`src/rtl/multicycle_control_unit.sv`:
```
// Multi-cycle MIPS control unit: a Moore FSM that steps each instruction through
// fetch/decode/execute/memory/writeback and drives the shared-memory, shared-ALU datapath.
module multicycle_control_unit #(
    parameter int unsigned MEM_WAIT      = 0,
    parameter bit          ENABLE_BRANCH = 1'b1
) (
    input  logic        clk,
    input  logic        reset,
    input  logic [31:0] instruction,
    output logic        PCWrite,
    output logic        IorD,
    output logic        IRWrite,
    output logic        MemRead,
    output logic        MemWrite,
    output logic        MemToReg,
    output logic        RegDst,
    output logic        RegWrite,
    output logic        ALUSrcA,
    output logic [1:0]  ALUSrcB,
    output logic [5:0]  ALUOp,
    output logic [1:0]  PCSrc,
    output logic        Branch,
    output logic        illegal,
    output logic [3:0]  state
);

    typedef enum logic [3:0] {
        S_FETCH   = 4'd0,
        S_DECODE  = 4'd1,
        S_MEMADR  = 4'd2,
        S_MEMRD   = 4'd3,
        S_MEMWB   = 4'd4,
        S_MEMWR   = 4'd5,
        S_EXEC    = 4'd6,
        S_ALUWB   = 4'd7,
        S_ADDI_EX = 4'd8,
        S_ADDI_WB = 4'd9,
        S_BRANCH  = 4'd10,
        S_JUMP    = 4'd11
    } state_e;

    localparam logic [5:0] OP_RTYPE = 6'b000000;
    localparam logic [5:0] OP_LW    = 6'b100011;
    localparam logic [5:0] OP_SW    = 6'b101011;
    localparam logic [5:0] OP_ADDI  = 6'b001000;
    localparam logic [5:0] OP_BEQ   = 6'b000100;
    localparam logic [5:0] OP_J     = 6'b000010;

    localparam logic [5:0] FN_ADD = 6'b100000;
    localparam logic [5:0] FN_SUB = 6'b100010;
    localparam logic [5:0] FN_AND = 6'b100100;
    localparam logic [5:0] FN_OR  = 6'b100101;
    localparam logic [5:0] FN_XOR = 6'b100110;
    localparam logic [5:0] FN_NOR = 6'b100111;

    localparam logic [3:0] WAIT_LAST = 4'(MEM_WAIT);

    state_e     state_q, state_d;
    logic [3:0] wait_q, wait_d;
    logic [5:0] opcode, funct;
    logic       wait_done, in_mem_state, funct_ok, decode_legal;
    state_e     decode_target;
    logic       unused_instr_bits;

    assign opcode            = instruction[31:26];
    assign funct             = instruction[5:0];
    assign unused_instr_bits = ^instruction[25:6];

    // A memory state is left on the cycle its wait counter reaches MEM_WAIT.
    assign wait_done    = (wait_q == WAIT_LAST);
    assign in_mem_state = (state_q == S_FETCH) || (state_q == S_MEMRD) || (state_q == S_MEMWR);

    always_comb begin
        case (funct)
            FN_ADD, FN_SUB, FN_AND, FN_OR, FN_XOR, FN_NOR: funct_ok = 1'b1;
            default:                                       funct_ok = 1'b0;
        endcase
    end

    always_comb begin
        decode_target = S_FETCH;
        decode_legal  = 1'b1;
        case (opcode)
            OP_RTYPE: begin
                if (funct_ok) decode_target = S_EXEC;
                else          decode_legal  = 1'b0;
            end
            OP_LW, OP_SW: decode_target = S_MEMADR;
            OP_ADDI:      decode_target = S_ADDI_EX;
            OP_BEQ: begin
                if (ENABLE_BRANCH) decode_target = S_BRANCH;
                else               decode_legal  = 1'b0;
            end
            OP_J: begin
                if (ENABLE_BRANCH) decode_target = S_JUMP;
                else               decode_legal  = 1'b0;
            end
            default: decode_legal = 1'b0;
        endcase
    end

    always_comb begin
        state_d = S_FETCH;
        case (state_q)
            S_FETCH:   state_d = wait_done ? S_DECODE : S_FETCH;
            S_DECODE:  state_d = decode_target;
            S_MEMADR:  state_d = (opcode == OP_SW) ? S_MEMWR : S_MEMRD;
            S_MEMRD:   state_d = wait_done ? S_MEMWB : S_MEMRD;
            S_MEMWR:   state_d = wait_done ? S_FETCH : S_MEMWR;
            S_EXEC:    state_d = S_ALUWB;
            S_ADDI_EX: state_d = S_ADDI_WB;
            // Writeback, branch, jump and the unused encodings 12..15 all return to FETCH.
            default:   state_d = S_FETCH;
        endcase
        wait_d = (in_mem_state && !wait_done) ? wait_q + 4'd1 : 4'd0;
    end

    // NOTE: state registers use non-blocking assignments so every flop samples pre-edge values.
    always_ff @(posedge clk) begin
        if (reset) begin
            state_q <= S_FETCH;
            wait_q  <= 4'd0;
        end else begin
            state_q <= state_d;
            wait_q  <= wait_d;
        end
    end

    // NOTE: every output is given a default before the case, so no latch can be inferred.
    always_comb begin
        PCWrite  = 1'b0;
        IorD     = 1'b0;
        IRWrite  = 1'b0;
        MemRead  = 1'b0;
        MemWrite = 1'b0;
        MemToReg = 1'b0;
        RegDst   = 1'b0;
        RegWrite = 1'b0;
        ALUSrcA  = 1'b0;
        ALUSrcB  = 2'b00;
        ALUOp    = FN_ADD;
        PCSrc    = 2'b00;
        Branch   = 1'b0;
        illegal  = 1'b0;
        // While reset is high the defaults stand, so an abandoned instruction cannot write.
        if (!reset) begin
            case (state_q)
                S_FETCH: begin
                    MemRead = 1'b1;
                    ALUSrcB = 2'b01;
                    IRWrite = wait_done;
                    PCWrite = wait_done;
                end
                S_DECODE: begin
                    ALUSrcB = 2'b11;
                    illegal = !decode_legal;
                end
                S_MEMADR: begin
                    ALUSrcA = 1'b1;
                    ALUSrcB = 2'b10;
                end
                S_MEMRD: begin
                    MemRead = 1'b1;
                    IorD    = 1'b1;
                end
                S_MEMWB: begin
                    RegWrite = 1'b1;
                    MemToReg = 1'b1;
                end
                S_MEMWR: begin
                    MemWrite = 1'b1;
                    IorD     = 1'b1;
                end
                S_EXEC: begin
                    ALUSrcA = 1'b1;
                    ALUOp   = funct;
                end
                S_ALUWB: begin
                    RegWrite = 1'b1;
                    RegDst   = 1'b1;
                end
                S_ADDI_EX: begin
                    ALUSrcA = 1'b1;
                    ALUSrcB = 2'b10;
                end
                S_ADDI_WB: RegWrite = 1'b1;
                S_BRANCH: begin
                    ALUSrcA = 1'b1;
                    ALUOp   = FN_SUB;
                    Branch  = 1'b1;
                    PCSrc   = 2'b01;
                end
                S_JUMP: begin
                    PCWrite = 1'b1;
                    PCSrc   = 2'b10;
                end
                default: ;
            endcase
        end
    end

    assign state = state_q;

endmodule

```
`config.mk`:
```
export PLATFORM = sky130hd
export DESIGN_NAME = multicycle_control_unit
export DESIGN_NICKNAME = d
export VERILOG_FILES = /design/src/rtl/multicycle_control_unit.sv
export SDC_FILE = /design/constraint.sdc
export NUM_CORES = 1
export LEC_CHECK = 0
export ABC_AREA = 1
export BUFFER_PORTS_ARGS = -buffer_cell sky130_fd_sc_hd__clkbuf_2
export CAP_MARGIN = 30
export CORE_AREA = 2 2 46 48
export DETAILED_ROUTE_END_ITERATION = 10
export DIE_AREA = 0 0 48 50
export GPL_ROUTABILITY_DRIVEN = 0
export PLACE_DENSITY = 0.81
export REMOVE_ABC_BUFFERS = 1
export SYNTH_ARGS = -nofsm -noshare
export SYNTH_HDL_FRONTEND = slang
export SYNTH_SLANG_ARGS = --single-unit
```
`constraint.sdc`:
```
create_clock -name clk -period 2.9 [get_ports clk]
set_input_delay 0.87 -clock clk [delete_from_list [all_inputs] [get_ports clk]]
set_output_delay 0.87 -clock clk [all_outputs]
set_load 0.02 [all_outputs]
```
==> results_dict.tcl, run 1 <==
set metrics [dict create \
    start_kind "input port" \
    netlist.area_leader.share_pct 21.05 \
    power_density_mw_per_mm2 270.9 \
    globalRouteTotalUtil_pct 17.39 \
    final_cell_count_no_fill 198 \
    synth_xor_area_share_pct 2.303 \
    wirelength_mm 1.906 \
    drv_cap 0 \
    clkTransAtPathRegs_ns 0.05 \
    die_w_um 48 \
    post_cts_buffers 0 \
    crit_fanout 15 \
    numCtsBuffers 3 \
    final-max-slew-violation-count 0 \
    min_period_ns 2.595 \
    synth.distinct_cells 27 \
    yosysWarningCount 0 \
    grt_pass1_vias 825 \
    cpPeakStageDelay_ns 0.30 \
    cts_hold_buf 0 \
    yosysSeqAreaShare_pct 21.05 \
    synth-simple-area-share_pct 47.86 \
    fin_crit_sh_pct 89.47 \
    stdcell_area_um2 998.5 \
    htreeDepth 1 \
    cts_root_buf "clkbuf_4" \
    finalSetupTns_ns 0 \
    clk_latency_ns 0.26 \
    drive_above_1_share_pct 34.50 \
    cp_data_arrival_time_ns 1.72 \
    place_area_um2 975.9 \
    ys_seq_elements 8 \
    first_pass_iters 4 \
    cp.buffers_inverters 2 \
    die-height_um 50 \
    synth_mux_area_share_pct 0 \
    dp_cells 195 \
    fin_nets 209 \
    ctsResizeCount 0 \
    synth-adder-area-share_pct 3.289 \
    path_common_cell "clkbuf_2" \
    crit_chain "clkbuf_2 -> nor3_1 -> nor2_1 -> o21ai_0 -> clkbuf_2" \
    cts_tree "yes" \
    grt-ovfl-total 0 \
    syn_area_per_cell_um2 5.763 \
    synth_compound_area_share_pct 11.51 \
    hold_path_class "reg -> reg" \
    io_buffers 38 \
    hold_viol_final 0 \
    core_area_mm2 0.001902 \
    yosysTopAreaCell "dfxtp_1" \
    crit_slowest_cell "nor3_1" \
    worstPathRequired_ns 2.03 \
    fmax_mhz 385.4 \
    final_common_cell "clkbuf_2" \
    vdd_drop_max_uv 129.8 \
    synth_cells 132 \
    reg2reg_slack_ns 1.67 \
    critical-path-top-delay-family "buffers and inverters" \
    antenna_left 0 \
    syn_to_final_growth_pct 31.25 \
    outcome "finished clean" \
    finalSetupViolCount 0 \
    p_leak_nw 0.5595 \
    place_hpwl_mm 1.611 \
    die_area_mm2 0.002400 \
    initial_core_util_pct 40.00 \
    synth_area_leaders "dfxtp_1 21%, nor2_1 15%, nand2_1 10%" \
    antenna_found_initial 0 \
    holdWs_ns 0.4572 \
    drc 0 \
    max_slew.worst_pin.slew_ns 0.3056 \
    syn_area_um2 760.7 \
    row_count 16 \
    final_cell_mix "38 x clkbuf_2, 31 x nor2_1, 21 x nand2_1" \
    vias 958 \
    slew_headroom_pct 79.63 \
    antennaDiodeCount 0 \
    grt_max_degree 16 \
    synth_top_family_by_area "simple AND/OR/NAND/NOR gates" \
    crit_path_end_kind "output port" \
    clock-sinks 8 \
    rsz0062_at_grt "false" \
    grt_pass1_wl_mm 3.063 \
    cts_buffer_depth 2 \
    io_pins 59 \
    finalClockSkew_ns 0.002686 \
    worstSetupPathType "in -> out" \
    wire_per_inst_um 9.626 \
    drt_iter0_drc 13 \
    via_per_inst 4.838 \
]
[metal layers]
| layer | track usage, % | vias up | share of wire, % |
|---|---|---|---|
| met5 | 0 | - | 0 |
| li1 | - | 494 | - |
| met1 | 16.81 | 430 | 42 |
| met2 | 32.44 | 28 | 53 |
| met4 | 10.81 | 0 | 2.3 |
| met3 | 1.099 | 6 | 3.5 |
[worst reg2reg max path, cell delays in order (launching register included)]
cell     delay [ns]
dfxtp_1        0.45
inv_2          0.09
nor2_2         0.17
nand2_2        0.13
inv_2          0.09
nor2_1         0.04
nand3_1        0.07
nor2_1         0.05
nor2_1         0.08
[where the power goes]
part           switching [W]  internal (W)  leakage (nW)
sequential        0.00000370      0.000112        0.0648
combinational      0.0000449     0.0000243         0.481
clock              0.0000384     0.0000474        0.0138
total              0.0000869      0.000184         0.559
[metrics by stage]
step / power (W) / worst slack, ns / util (%)
floorplan: 0.0001569 / 0.2592 / -
global placement: 0.0001850 / 0.3407 / 51.32
detailed placement: 0.0001872 / 0.3042 / 51.32
CTS: 0.0002731 / 0.3038 / 52.50
global route: 0.0002840 / 0.2029 / 52.50
finish: 0.0002705 / 0.3053 / 52.50
[cell usage after synthesis]
library cell / n
a21oi_1: 4
a21oi_2: 1
a31oi_1: 1
buf_2: 1
buf_4: 1
clkbuf_1: 1
dfxtp_1: 8
ha_1: 2
inv_1: 18
inv_2: 6
nand2_1: 21
nand2_2: 1
nand3_1: 11
nand3_2: 1
nand4_1: 3
nor2_1: 31
nor2_2: 4
nor2_4: 3
nor3_1: 4
o211ai_1: 2
o21ai_0: 2
o21ai_1: 1
o21ai_2: 1
o21bai_1: 1
o22ai_1: 1
xnor2_1: 1
xor2_1: 1
[worst paths after layout]
check	cells after the start	end	from
setup / recovery	5	RegWrite	reset
hold / removal	1	wait_q[0]	wait_q[0]
setup reg to reg	8	state[0]	state[1]
hold reg to reg	1	wait_q[0]	wait_q[0]
[cell type report]
class | count | area, um2
fillers | 198 | 903.4
multi-input cells | 97 | 494.2
repair buffers | 39 | 197.7
flip-flops and latches | 8 | 160.2
inverters | 24 | 90.09
well taps | 27 | 33.78
clock buffers | 3 | 22.52
[kinds of logic after synthesis]
logic type	Yosys count
AO/OA/AOI/OAI	14
XOR/XNOR	2
AND/OR/NAND/NOR	79
flip-flops	8
adder cells (fa/ha/maj)	2
buffers and inverters	27
[flip-flops by register name (all words and copies together) (netlist names)]
signal  count
state       4
wait_q      4
(Power assumes the default switching activity.)
==> run 2: changes to the inputs <==
- RECOVER_POWER: not set -> 25
==> results_dict.tcl, run 2 (synthesis results as in run 1) <==
set metrics [dict create \
    outcome "finished clean" \
    vdd_drop_max_uv 129.8 \
    die_area_mm2 0.002400 \
    cts_hold_buf 0 \
    htreeDepth 1 \
    numCtsBuffers 3 \
    stdcell_area_um2 983.4 \
    ctsResizeCount 0 \
    io_pins 59 \
    intPower_w 0.0001823 \
    initial_core_util_pct 40.00 \
    clock-sinks 8 \
    syn_to_final_growth_pct 29.28 \
    vias 950 \
    globalRouteTotalUtil_pct 17.39 \
    crit_fanout 4 \
    start_kind "input port" \
    max_slew.worst_pin.slew_ns 0.4270 \
    final_util_pct 51.71 \
    cts_root_buf "clkbuf_4" \
    final-max-slew-violation-count 0 \
    row_count 16 \
    rsz0062_at_grt "false" \
    critical-path-top-delay-family "simple AND/OR/NAND/NOR gates" \
    cts_tree "yes" \
    cp_data_arrival_time_ns 1.76 \
    final_common_cell "clkbuf_2" \
    hold_viol_final 0 \
    crit_path_end_kind "output port" \
    antenna_left 0 \
    power_density_mw_per_mm2 272.5 \
    path_common_cell "nor2_1" \
    drc 0 \
    wire_per_inst_um 9.667 \
    die-height_um 50 \
    cts_buffer_depth 2 \
    antenna_found_initial 0 \
    finalSetupTns_ns 0 \
    fmax_mhz 379.9 \
    place_hpwl_mm 1.611 \
    antennaDiodeCount 0 \
    grt_pass1_vias 825 \
    p_sw_share_pct 31.99 \
    wirelength_mm 1.914 \
    min_period_ns 2.633 \
    finalClockSkew_ns 0.001953 \
    fin_nets 209 \
    worstSetupPathType "in -> out" \
    worstPathRequired_ns 2.03 \
    clkTransAtPathRegs_ns 0.05 \
    clkPwrFrac_pct 31.9 \
    cp.buffers_inverters 2 \
    grt-ovfl-total 0 \
    drv_cap 0 \
    p_seq_share_pct 43.2 \
    crit_chain "clkbuf_1 -> nor2_1 -> nand3_1 -> nor2_1 -> nor3_1 -> clkbuf_2" \
    die_w_um 48 \
    core_area_mm2 0.001902 \
    grt_max_degree 16 \
    p_leak_nw 0.5531 \
    first_pass_iters 4 \
    hold_path_class "reg -> reg" \
    combPwrFrac_pct 25.0 \
    fin_crit_sh_pct 90.78 \
    slew_headroom_pct 71.23 \
    grt_pass1_wl_mm 3.063 \
    final_cell_mix "37 x clkbuf_2, 32 x nor2_1, 21 x nand2_1" \
    drt_iter0_drc 24 \
    finalSetupViolCount 0 \
    post_cts_buffers 0 \
    p_sw_w 0.00008573 \
    clk_latency_ns 0.26 \
    crit_slowest_cell "nor2_1" \
    io_buffers 38 \
    place_area_um2 975.9 \
    via_per_inst 4.798 \
    drive_above_1_share_pct 31.58 \
    cpPeakStageDelay_ns 0.24 \
]
## run 2: changes by cell type in the layout (fill, tap and decap cells not counted), sizes merged
| cell | change |
|---|---|
| buf | -1 |
| clkbuf | +1 |
## run 2: worst register-to-register path, delay by kind of cell (launching register included)
family                 cells  cell delay, ns
DFF                        1            0.45
and+or+nand+nor            4            0.27
AOI/OAI and AO/OA          1            0.36
buffers and inverters      2            0.16
## run 2: final cells by class
cell class	count	area, um2
Tap cell	27	33.78
Clock buffer	3	22.52
Multi-Input combinational cell	97	484.2
Sequential cell	8	160.2
Inverter	24	90.09
Timing Repair Buffer	39	192.7
Fill cell	205	918.4
## run 2: per-layer routing
layer	GRT usage [%]	part of all wire, %	vias up
met5	0	0	-
met4	10.81	2.3	0
met3	1.099	4.1	6
met2	32.44	52	34
met1	16.81	42	417
li1	-	-	493
## run 2: final timing paths
kind                                  end       startpoint  slack [ns]  cells after the start
worst min register to register  wait_q[0]        wait_q[0]        0.46                      1
worst min-delay path            wait_q[0]        wait_q[0]        0.46                      1
worst max-delay path              illegal  instruction[30]        0.27                      6
worst max register to register  wait_q[3]         state[1]        1.53                      7
## run 2: power by group through the flow
| stage | logic [W] | clock network [W] | registers (W) |
|---|---|---|---|
| 6_report | 0.0000669 | 0.0000854 | 0.000116 |
| 5_1_grt | 0.0000761 | 0.0000900 | 0.000116 |
| 4_1_cts | 0.0000696 | 0.0000881 | 0.000115 |
| 3_5_place_dp | 0.0000693 | 0 | 0.000118 |
| 3_3_place_gp | 0.0000673 | 0 | 0.000118 |
| 2_1_floorplan | 0.0000375 | 0 | 0.000119 |
## run 2: stage by stage
step	worst slack, ns	instances	hold WS (ns)	power (W)
floorplan	0.2592	129	0.4297	0.0001569
global placement	0.3407	195	0.4387	0.0001850
detailed placement	0.3042	195	0.4501	0.0001872
CTS	0.3038	198	0.4617	0.0002731
global route	0.1761	198	0.4809	0.0002818
finish	0.2675	198	0.4572	0.0002680
